==> src/rtl/mem_sram_pkg.sv <==
`default_nettype none
// ============================================================================
// Module      : mem_sram_pkg
// Description : Shared types and helpers for the SRAM read-modify-write front end.
// Revision    : 1.0 - initial release
// ============================================================================
package mem_sram_pkg;

    localparam int unsigned c_RMW_CNT_W = 16;

    typedef enum logic [1:0] {
        IDLE     = 2'd0,
        RMW_WAIT = 2'd1,
        RMW_WR   = 2'd2
    } rmw_state_e;

    typedef enum logic [1:0] {
        ReqRead   = 2'd0,
        ReqFullWr = 2'd1,
        ReqNullWr = 2'd2,
        ReqPartWr = 2'd3
    } req_class_e;

    // Takes the mask already reduced, so the helper stays independent of Dw.
    function automatic req_class_e classify_req(input logic we,
                                                input logic mask_ones,
                                                input logic mask_zero);
        req_class_e cls;
        if (!we) begin
            cls = ReqRead;
        end else if (mask_ones) begin
            cls = ReqFullWr;
        end else if (mask_zero) begin
            cls = ReqNullWr;
        end else begin
            cls = ReqPartWr;
        end
        return cls;
    endfunction

endpackage
`default_nettype wire

==> src/rtl/mem_sram_lat_pipe.sv <==
`default_nettype none
// ============================================================================
// Module      : mem_sram_lat_pipe
// Description : Fixed-depth valid/tag shift register tracking macro read returns.
// Revision    : 1.0 - initial release
// ============================================================================
module mem_sram_lat_pipe #(
    parameter int unsigned DEPTH = 1,
    parameter int unsigned TAG_W = 1
) (
    input  logic             clk,
    input  logic             rst,
    input  logic             i_valid,
    input  logic [TAG_W-1:0] i_tag,
    output logic             o_valid,
    output logic [TAG_W-1:0] o_tag
);

    logic [DEPTH-1:0]            r_valid;
    logic [DEPTH-1:0][TAG_W-1:0] r_tag;

    generate
        if (DEPTH == 1) begin : g_single
            always_ff @(posedge clk or posedge rst) begin
                if (rst) begin
                    r_valid <= '0;
                    r_tag   <= '0;
                end else begin
                    r_valid <= i_valid;
                    r_tag   <= i_tag;
                end
            end
        end else begin : g_shift
            always_ff @(posedge clk or posedge rst) begin
                if (rst) begin
                    r_valid <= '0;
                    r_tag   <= '0;
                end else begin
                    r_valid <= {r_valid[DEPTH-2:0], i_valid};
                    r_tag   <= {r_tag[DEPTH-2:0], i_tag};
                end
            end
        end
    endgenerate

    assign o_valid = r_valid[DEPTH-1];
    assign o_tag   = r_tag[DEPTH-1];

endmodule
`default_nettype wire

==> src/rtl/mem_sram_rmw_ctrl.sv <==
`default_nettype none
// ============================================================================
// Module      : mem_sram_rmw_ctrl
// Description : SRAM front end turning partially masked writes into RMW on a
//               maskless single-port macro.
// Revision    : 1.0 - initial release
// ============================================================================
module mem_sram_rmw_ctrl
    import mem_sram_pkg::*;
#(
    parameter int unsigned Depth   = 2048,
    parameter int unsigned Dw      = 32,
    parameter int unsigned Aw      = $clog2(Depth),
    parameter int unsigned SramLat = 1
) (
    input  logic                   clk_i,
    input  logic                   rst_i,
    input  logic                   req_i,
    output logic                   gnt_o,
    input  logic                   we_i,
    input  logic [Aw-1:0]          addr_i,
    input  logic [Dw-1:0]          wdata_i,
    input  logic [Dw-1:0]          wmask_i,
    output logic                   rvalid_o,
    output logic [Dw-1:0]          rdata_o,
    output logic                   sram_ren_o,
    output logic                   sram_wen_o,
    output logic [Aw-1:0]          sram_addr_o,
    output logic [Dw-1:0]          sram_wdata_o,
    input  logic [Dw-1:0]          sram_rdata_i,
    output logic [c_RMW_CNT_W-1:0] rmw_cnt_o
);

    localparam logic [c_RMW_CNT_W-1:0] c_CNT_ONE = {{(c_RMW_CNT_W-1){1'b0}}, 1'b1};

    rmw_state_e             r_state;
    logic [Aw-1:0]          r_addr;
    logic [Dw-1:0]          r_wdata;
    logic [Dw-1:0]          r_mask;
    logic [c_RMW_CNT_W-1:0] r_rmw_cnt;

    req_class_e w_class;
    logic       w_accept;
    logic       w_rd;
    logic       w_full_wr;
    logic       w_part_wr;
    logic       w_rmw_wr;
    logic       w_head_valid;
    logic       w_head_rmw;

    assign gnt_o     = (r_state == IDLE) & ~rst_i;
    assign w_accept  = req_i & gnt_o;
    assign w_class   = classify_req(we_i, &wmask_i, ~|wmask_i);
    assign w_rd      = w_accept & (w_class == ReqRead);
    assign w_full_wr = w_accept & (w_class == ReqFullWr);
    assign w_part_wr = w_accept & (w_class == ReqPartWr);
    assign w_rmw_wr  = (r_state == RMW_WR);

    // The RMW read shares the macro read port with plain reads.
    assign sram_ren_o = w_rd | w_part_wr;
    assign sram_wen_o = w_full_wr | w_rmw_wr;

    always_comb begin
        sram_addr_o  = '0;
        sram_wdata_o = '0;
        if (w_rmw_wr) begin
            sram_addr_o  = r_addr;
            sram_wdata_o = (sram_rdata_i & ~r_mask) | (r_wdata & r_mask);
        end else if (w_rd | w_part_wr | w_full_wr) begin
            sram_addr_o = addr_i;
            if (w_full_wr) begin
                sram_wdata_o = wdata_i;
            end
        end
    end

    always_ff @(posedge clk_i or posedge rst_i) begin
        if (rst_i) begin
            r_state   <= IDLE;
            r_addr    <= '0;
            r_wdata   <= '0;
            r_mask    <= '0;
            r_rmw_cnt <= '0;
        end else begin
            case (r_state)
                IDLE: begin
                    if (w_part_wr) begin
                        r_addr  <= addr_i;
                        r_wdata <= wdata_i;
                        r_mask  <= wmask_i;
                        r_state <= (SramLat == 1) ? RMW_WR : RMW_WAIT;
                    end
                end
                RMW_WAIT: r_state <= RMW_WR;
                RMW_WR: begin
                    if (!(&r_rmw_cnt)) begin
                        r_rmw_cnt <= r_rmw_cnt + c_CNT_ONE;
                    end
                    r_state <= IDLE;
                end
                default: r_state <= IDLE;
            endcase
        end
    end

    // Tag marks RMW reads so their returning data never shows up as rvalid.
    mem_sram_lat_pipe #(
        .DEPTH (SramLat),
        .TAG_W (1)
    ) u_lat_pipe (
        .clk     (clk_i),
        .rst     (rst_i),
        .i_valid (w_rd | w_part_wr),
        .i_tag   (w_part_wr),
        .o_valid (w_head_valid),
        .o_tag   (w_head_rmw)
    );

    assign rvalid_o  = w_head_valid & ~w_head_rmw;
    assign rdata_o   = rvalid_o ? sram_rdata_i : '0;
    assign rmw_cnt_o = r_rmw_cnt;

endmodule
`default_nettype wire

==> config.mk <==
export PLATFORM = sky130hd
export DESIGN_NAME = mem_sram_rmw_ctrl
export DESIGN_NICKNAME = d
export VERILOG_FILES = /design/src/rtl/mem_sram_pkg.sv /design/src/rtl/mem_sram_lat_pipe.sv /design/src/rtl/mem_sram_rmw_ctrl.sv
export SDC_FILE = /design/constraint.sdc
export NUM_CORES = 1
export LEC_CHECK = 0
export ABC_AREA = 1
export BUFFER_PORTS_ARGS = -buffer_cell sky130_fd_sc_hd__buf_2
export CORE_UTILIZATION = 53
export CTS_CLUSTER_SIZE = 10
export DETAILED_ROUTE_END_ITERATION = 12
export GPL_TIMING_DRIVEN = 1
export PLACE_DENSITY = 0.88
export SYNTH_ARGS = -nofsm -noshare
export SYNTH_HDL_FRONTEND = slang
export SYNTH_SLANG_ARGS = --single-unit
==> constraint.sdc <==
create_clock -name clk_i -period 8.2 [get_ports clk_i]
set_clock_uncertainty 0.15 [all_clocks]
set_input_delay 0 -clock clk_i [delete_from_list [all_inputs] [get_ports clk_i]]
set_output_delay 0 -clock clk_i [all_outputs]
set_load 0.05 [all_outputs]
**Word-level counts from Yosys, hierarchy flattened**

Cells that the tools add are included.

- Bits in registers: 95
- Output and inout bits: 95
- Logic and storage cells: 47

- Add/sub/neg operators: 1
- Equality and inequality tests: 5
- Mux-type cells: 11
- Bitwise logic cells: 16
- Reduce and logical (&&, ||, !) cells: 7

Operators with widths:

| kind | count |
|---|---|
| 32-bit two-way mux | 4 |
| 32-bit bitwise AND | 2 |
| 32-bit inverter | 1 |
| 32-bit OR | 1 |
| 32-bit AND reduction | 1 |
| 32-bit OR reduction | 1 |
| 11-bit two-way mux | 2 |
| 16-bit by 1-bit adder with 16-bit output (second input constant) | 1 |
| 16-bit AND reduction | 1 |
| 1-bit bitwise AND | 6 |
| 2-bit two-way mux | 3 |
| 2-bit by 1-bit equality test with 1-bit output (second input constant) | 2 |
| 2-bit equality test (second input constant) | 2 |
| 2-bit zero test | 2 |
| 2-bit case mux with 2 select lines | 1 |
| 2-bit AND reduction | 2 |
| 1-bit inverter | 3 |
| 1-bit OR | 3 |
| 2-bit by 1-bit inequality test with 1-bit output (second input constant) | 1 |
| 1-bit two-way mux | 1 |

**Longest topological paths before layout**

Gate-level depths: netlist of the first run.

- Word-level depth: 10
- Gate-level depth with buffers: 12

**Cells and area by module**

From an unflattened synthesis of the first run, not the netlist that was laid out.

- Cell total of the unflattened synthesis: 742
- Area total of the unflattened synthesis: 5281.3 µm²

By module, submodules not included:

| module | instances | cells each | area each (µm²) | seq. area each (µm²) |
|---|---|---|---|---|
| mem_sram_rmw_ctrl | 1 | 739 | 5227.5 | 2302.2 |
| mem_sram_lat_pipe | 1 | 3 | 53.8 | 50.0 |

**Worst setup path before layout of the first run**

No wires, ideal clock.

- Path type: flip-flop to output port
- Start: reg r_state[1]
- End: out sram_wdata_o[10]
- Arrival time: 2.553 ns
- Data required time: 8.050 ns
- Path slack: 5.497 ns
- Cell stages (with the launch flop): 8
- Cells stage by stage: dfrtp_1 buf_6 nor2_4 nand2_1 nor2_4 nand3_2 buf_2 o31ai_1

- Word-level cells in the longest chain between the ends: 8
- Elaborated cells between the ends (all ways): 12

Ends and longest elaborated chain:

| item | RTL line | source |
|---|---|---|
| start: declaration | mem_sram_rmw_ctrl.sv:36 | `rmw_state_e r_state;` |
| start signal: assignment | mem_sram_rmw_ctrl.sv:91 | `r_state <= (SramLat == 1) ? RMW_WR : RMW_WAIT;` |
| 2-bit zero test (*) | mem_sram_rmw_ctrl.sv:51 | `assign gnt_o = (r_state == IDLE) & ~rst_i;` |
| 1-bit bitwise AND (*) | mem_sram_rmw_ctrl.sv:51 |  |
| net gnt_o | mem_sram_rmw_ctrl.sv:19 | `output logic gnt_o,` |
| 1-bit bitwise AND (*) | mem_sram_rmw_ctrl.sv:52 | `assign w_accept = req_i & gnt_o;` |
| 1-bit bitwise AND (on tied branches) | mem_sram_rmw_ctrl.sv:54, mem_sram_rmw_ctrl.sv:56 |  |
| 1-bit OR (2 in a row) | mem_sram_rmw_ctrl.sv:69 | `end else if (w_rd \| w_part_wr \| w_full_wr) begin` |
| 32-bit two-way mux (*) | mem_sram_rmw_ctrl.sv:69 |  |
| 32-bit two-way mux (*) | mem_sram_rmw_ctrl.sv:66 | `if (w_rmw_wr) begin` |
| end: declaration | mem_sram_rmw_ctrl.sv:29 | `output logic [Dw-1:0] sram_wdata_o,` |

The timed path passes the listed nets; every way through them passes the cells marked *.

**Worst setup path after layout of the first run**

- Start: in wmask_i[17]
- End: out sram_addr_o[1]

- Word-level cells in the longest chain between the ends: 10
- Elaborated cells between the ends (all ways): 15

Ends and longest elaborated chain:

| item | RTL line | source |
|---|---|---|
| start: declaration | mem_sram_rmw_ctrl.sv:23 | `input logic [Dw-1:0] wmask_i,` |
| 32-bit OR reduction | mem_sram_rmw_ctrl.sv:53 | `assign w_class = classify_req(we_i, &wmask_i, ~\|wmask_i);` |
| 1-bit two-way mux | mem_sram_pkg.sv:33 | `end else if (mask_zero) begin` |
| 2-bit two-way mux (*) | mem_sram_pkg.sv:31 | `end else if (mask_ones) begin` |
| 2-bit two-way mux (*) | mem_sram_pkg.sv:29 | `if (!we) begin` |
| 2-bit equality test / 2-bit zero test (equally long branches) | mem_sram_rmw_ctrl.sv:56, mem_sram_rmw_ctrl.sv:54 |  |
| 1-bit bitwise AND (on tied branches) | mem_sram_rmw_ctrl.sv:56, mem_sram_rmw_ctrl.sv:54 |  |
| 1-bit OR | mem_sram_rmw_ctrl.sv:69 |  |
| 1-bit OR (*) | mem_sram_rmw_ctrl.sv:69 |  |
| 11-bit two-way mux (*) | mem_sram_rmw_ctrl.sv:69 |  |
| 11-bit two-way mux (*) | mem_sram_rmw_ctrl.sv:66 |  |
| end: declaration | mem_sram_rmw_ctrl.sv:28 | `output logic [Aw-1:0] sram_addr_o,` |

Every way passes the cells marked *; elsewhere a longest branch is shown, timed or not.

==> impl_results.md, run 1 <==
* Outcome: complete, no violations
* Final GP Congestion at 0.866
* Longest Clk Path Bufs at 2
* RSZ-0062 raised after global routing: no
* WP data required at 8050 ps
* Row Count at 36
* Yosys warns at 0
* DIE AREA at 0.0104 mm²
* Yosys reg bits at 94
* Post-cts sizing count at 0
* Avg WL per Cell at 13.6 µm
* DRC at 0
* CP Launch Type: input pin
* H-tree Lvls at 3
* GRT Total Usage at 30.9%
* Drt via density at 5.02
* Reg area at 0.00235 mm²
* Detail Route Antenna Nets at 0
* Max VDD drop at 0.0000886 V
* Area leader, netlist: dfrtp_1
* Final WL at 15600 µm
* Number of hold violations in the final report at 0
* Synthesized Nets at 853
* Drt first pass iters at 5
* Vias in the first global route at 5403
* CTS Sinks at 94
* Largest net degree at the start of global routing at 106
* Multi-input gate area at 0.00229 mm²
* Cells after Synth at 741
* Worst path arrival time at 3330 ps
* Post-route cell area at 0.00723 mm²
* Post-Layout Cell Count at 1142
* Antenna Diode Count at 0
* Post-detail-place hpwl at 9350 µm
* Setup CP Type: in2out
* Most frequent cells in the layout: 278 x nand2_1, 205 x buf_2, 106 x inv_1
* Cell Area, Placed at 0.00627 mm²
* Power per cell area at 170 mW/mm²
* Initial antenna violation count at 0
* Worst hold path type: in2async
* CP Capture Type: primary output
* Syn_area_per_cell at 7.12 µm²
* Period minus WS final at 3480 ps
* Port bufs at 205
* Layout cell share with drive strength beyond 1 at 23.4%
* Total CTS buffers at 9
* Fill cells at 773
* Most common cell after layout, fill and taps aside: nand2_1
* Worst-path maximum fanout at 105
* Library cells used by synthesis at 25
* Clk_lat worst skew at 350 ps
* Fin nets at 1116
* Slew @ Worst Pin at 1190 ps
* Fin. max-slew vios at 0
* First-pass GRT wire length at 24600 µm
* Max-Cap Viols at 0
* Io pins at 206
* Starting density of the core at 54.2%
* Slew HR at 20.5%
* Dpl cells at 1048
* Global route overflow at 0
* Core area at 0.00973 mm²
* Root Buffer: clkbuf_8
* Clock transition at path regs at 90 ps
* Fmax at 0.288 GHz
* Area share of the largest cell type after synthesis at 44.6%
* Final number of setup-violating endpoints at 0
* Die Span Y at 102 µm
* Post-Syn Area at 0.00528 mm²
* CTS tree: yes
* Post-synthesis sequential area ratio at 44.6%
* DR iter-0 viols at 322
* Final critical-path share of the clock period at 42.4%
* Area grow syn2layout at 37.0%
* Leak at 4.10 nW
* Via Count at 5736
* TNS Setup at 0 ps
* Synth top area cells: dfrtp_1 45%, nand2_1 20%, inv_1 7.6%
* Die extent in x at 102 µm
synth_stat cells (all sizes together):
cell type  count
xnor2          4
nor2          65
nor3           4
nand3b         1
xor2           9
o31ai         32
nand3         11
clkbuf        15
o21ai         93
inv          109
dfrtp         94
nand4          5
nand2        279
ha             1
buf           19
cell families after synthesis:
family                     after synthesis  share of synthesized area (%)
xor gates and xnor gates                13                           2.16
and+or+nand+nor                        365                           27.7
adders and majority gates                1                          0.237
AOI/OAI and AO/OA                      125                           13.4
buffers and inverters                  143                           12.0
DFF                                     94                           44.6
flip-flops by register name (all words and copies together) (netlist names):
signal and count:
r_mask 32, r_state 1, r_wdata 32, u_lat_pipe.o_tag 1, u_lat_pipe.o_valid 1, r_addr 11, rmw_cnt_o 16
per-stage QoR:
step | hold WS (ps) | worst slack (ps) | util, % | power (mW)
2_1_floorplan | -87.3 | 5500 | - | 0.828
3_3_place_gp | -75.0 | 5340 | 64.5 | 0.911
3_5_place_dp | -81.6 | 5310 | 64.5 | 0.921
4_1_cts | 77.3 | 4740 | 74.3 | 1.22
5_1_grt | 113 | 4320 | 74.3 | 1.29
6_report | 74.8 | 4720 | 74.3 | 1.23
area by class of cell:
class,instances,area share (%)
Clock inverter,6,0.658
Timing Repair Buffer,286,25.3
Inverter,109,5.70
Tap cell,133,2.30
Sequential cell,94,32.6
Clock buffer,10,1.77
Multi-Input combinational cell,504,31.7
timing repair:
| item | in CTS | in global routing |
|---|---|---|
| endpoints found under the hold margin | 110 | 0 |
| buffers inserted | 0 | 0 |
| endpoints found under the setup margin | 0 | 0 |
| hold buffers | 78 | 0 |
metal layers:
metal  global-route usage (%)  share of wire, %
met5                        0                 0
met4                     15.8               4.1
met3                     5.04               6.0
met2                     53.8                50
met1                     36.8                40
path summary, 6_finish.rpt:
check	from	to	slack (ps)	cells after the start
setup reg to reg	r_state[1]	rmw_cnt_o[13]	5940	6
setup / recovery	wmask_i[17]	sram_addr_o[1]	4720	14
hold reg to reg	r_addr[0]	r_addr[0]	340	2
min in group clk_i	we_i	r_state[1]	160	5
max in group asynchronous	rst_i	r_mask[10]	6700	4
hold / removal	rst_i	r_addr[8]	70	3
power by group:
group	switching [mW]	leakage, nW	internal, mW
sequential	0.0589	1.19	0.539
combinational	0.230	2.82	0.122
clock	0.168	0.0868	0.113
critical path, stage by stage:
cell and delay [ps]:
dlygate4sd3_1 530, buf_2 130, inv_1 90, nand2_1 60, nor2_1 120, nand2_1 90
nor2_1 130, nand2_1 100, nand3_4 250, buf_4 750, nand3_1 550, nand2_1 200
nand2_1 90, buf_2 210
No activity file was read; power rests on OpenSTA's default activity.
==> run 2: changes to the inputs <==
--- a/config.mk
+++ b/config.mk
@@ -7,11 +7,11 @@
 export LEC_CHECK = 0
 export ABC_AREA = 1
 export BUFFER_PORTS_ARGS = -buffer_cell sky130_fd_sc_hd__buf_2
-export CORE_UTILIZATION = 53
+export CORE_UTILIZATION = 49
 export CTS_CLUSTER_SIZE = 10
 export DETAILED_ROUTE_END_ITERATION = 12
 export GPL_TIMING_DRIVEN = 1
-export PLACE_DENSITY = 0.88
+export PLACE_DENSITY = 0.82
 export SYNTH_ARGS = -nofsm -noshare
 export SYNTH_HDL_FRONTEND = slang
 export SYNTH_SLANG_ARGS = --single-unit
==> constraint.sdc (replaced) <==
create_clock -name clk_i -period 3.23 [get_ports clk_i]
set_clock_uncertainty 0.15 [all_clocks]
set_input_delay 0 -clock clk_i [delete_from_list [all_inputs] [get_ports clk_i]]
set_output_delay 0 -clock clk_i [all_outputs]
set_load 0.05 [all_outputs]
==> impl_results.md, run 2 (synthesis gave the netlist of run 1 again) <==
* Outcome: complete, no violations
* TNS Setup at 0 ps (unchanged)
* GRT Total Usage at 28.0% (-2.9 points)
* Port bufs at 205 (unchanged)
* Worst-path maximum fanout at 19 (-82%)
* Die extent in x at 106 µm (+3.9%)
* Top cell by count, worst path: nor2_4
* Hold_ws at 118 ps (+43.2 ps)
* Max VDD drop at 0.000251 V (+180%)
* Leak at 4.12 nW (+0.41%)
* Starting density of the core at 50.9% (-3.4 points)
* Row Count at 37 (+2.8%)
* Drt first pass iters at 5 (unchanged)
* Largest net degree at the start of global routing at 119 (+12%)
* Stages on worst setup path at 7 (-7)
* Max-Cap Viols at 0 (unchanged)
* Root Buffer: clkbuf_8
* Fin. max-slew vios at 0 (unchanged)
* Slew HR at 57.6% (+37 points)
* Via Count at 5686 (-0.87%)
* Final number of setup-violating endpoints at 0 (unchanged)
* Most common cell after layout, fill and taps aside: nand2_1
* Die Span Y at 106 µm (+3.9%)
* Post-CTS Hold Buffers at 78 (unchanged)
* Switching Fraction at 35.6% (-1.5 points)
* Clk_lat worst skew at 350 ps (about the same)
* P_sw at 1.12 mW (+150%)
* Global route overflow at 0 (unchanged)
* Post-CTS Setup Repair Bufs at 0 (unchanged)
* Clock power frac at 23.6% (+0.8 points)
* Most frequent cells in the layout: 278 x nand2_1, 205 x buf_2, 106 x inv_1
* Antenna Diode Count at 0 (unchanged)
* RSZ-0062 raised after global routing: no
* Combinational Power Share at 28.4% (-0.2 points)
* Fill cells at 847 (+9.6%)
* First-pass GRT wire length at 24700 µm (+0.42%)
* Post-detail-place hpwl at 9650 µm (+3.3%)
* Layout cell share with drive strength beyond 1 at 23.4% (unchanged)
* DIE AREA at 0.0112 mm² (+8.0%)
* Pint at 2.03 mW (+160%)
* Number of hold violations in the final report at 0 (unchanged)
* CP max-delay cell: dfrtp_2
* Drt via density at 4.97 (-1.1%)
* Hold Path Stages at 5
* Slew @ Worst Pin at 636 ps (-555 ps)
* Post-cts sizing count at 0 (unchanged)
* Detail Route Antenna Nets at 0 (unchanged)
* Worst path cell trace: nor2_4 -> nand2_1 -> nor2_4 -> nand3_2 -> buf_4 -> o31ai_1 -> buf_2
* CP Launch Type: flip-flop
* WP data required at 3080 ps (-4970 ps)
* Reg area at 0.00235 mm² (unchanged)
* Worst hold path type: in2reg
* Fmax at 0.361 GHz
* DR iter-0 viols at 292 (-9.3%)
* Multi-input gate area at 0.00229 mm² (unchanged)
* Crit path buffers/inverters at 2 (-3)
* CTS Sinks at 94 (unchanged)
* Total CTS buffers at 9 (unchanged)
* R2r worst-path depth at 7 (+1)
* Clock transition at path regs at 80 ps (about the same)
* Final GP Congestion at 0.854 (-1.4%)
* Area grow syn2layout at 37.8%
* CP Capture Type: primary output
* Final critical-path share of the clock period at 85.9%
* Setup CP Type: reg2out
* Fin util at 70.1% (-4.1 points)
* Avg WL per Cell at 13.3 µm (-2.1%)
* DRC at 0 (unchanged)
* Reg2Reg Setup Slack at 1160 ps (-4780 ps)
* Core area at 0.0104 mm² (+6.6%)
* Initial antenna violation count at 0 (unchanged)
* Flop pwr share at 48.0% (-0.6 points)
* Longest Clk Path Bufs at 2 (unchanged)
* Period minus WS final at 2770 ps
* CP delay by family, top: simple AND/OR/NAND/NOR gates
* Slowest stage delay, CP at 540 ps (-210 ps)
* Power per cell area at 433 mW/mm² (+150%)
* Vias in the first global route at 5464 (+1.1%)
* Worst path arrival time at 2620 ps (-710 ps)
* Fin nets at 1118 (+0.18%)
* Io pins at 206 (unchanged)
* Final WL at 15300 µm (-1.9%)
* CTS tree: yes
* H-tree Lvls at 3 (unchanged)
run 2: final timing paths:
check,from,end
max in group asynchronous,rst_i,r_wdata[24]
min in group asynchronous,rst_i,r_wdata[4]
worst min register to register,r_addr[6],r_addr[6]
worst max-delay path,r_state[1],sram_wdata_o[12]
worst max register to register,r_state[1],r_addr[8]
worst min-delay path,we_i,u_lat_pipe.o_valid
run 2: worst register-to-register path, delay by kind of cell, from the launching register on:
kind	cells	cell delay [ps]
buffers and inverters	1	530
flip-flops	1	540
AND/OR/NAND/NOR	6	800
run 2: layout make-up:
| type | instances | share of cell area, % |
|---|---|---|
| multi-input combinational | 504 | 31.5 |
| clock inverter | 4 | 0.688 |
| timing repair buffer | 288 | 25.7 |
| tap | 136 | 2.34 |
| sequential | 94 | 32.4 |
| clock buffer | 10 | 1.75 |
| inverter | 109 | 5.66 |
run 2: power groups by stage:
stage | sequential (mW) | clock [mW] | combinational [mW]
6_report | 1.51 | 0.745 | 0.895
3_5_place_dp | 1.53 | 0 | 0.810
2_1_floorplan | 1.58 | 0 | 0.524
5_1_grt | 1.54 | 0.798 | 0.988
3_3_place_gp | 1.52 | 0 | 0.793
4_1_cts | 1.51 | 0.758 | 0.884
run 2: per-stage QoR:
step	cell area, µm²	std cells	setup slack, ps	power, mW
finish	7270	1145	456	3.15
global route	7270	1145	272	3.32
CTS	7270	1145	519	3.15
detailed placement	6320	1053	910	2.34
global placement	6320	1053	969	2.32
floorplan	5280	741	527	2.10
run 2: metal layers:
| metal | vias up | wire length, µm | GRT usage, % |
|---|---|---|---|
| li1 | 2809 | - | - |
| met1 | 2580 | 6290 | 34.0 |
| met2 | 254 | 7520 | 48.4 |
| met3 | 43 | 964 | 4.64 |
| met4 | 0 | 495 | 12.8 |
| met5 | - | 0 | 0 |
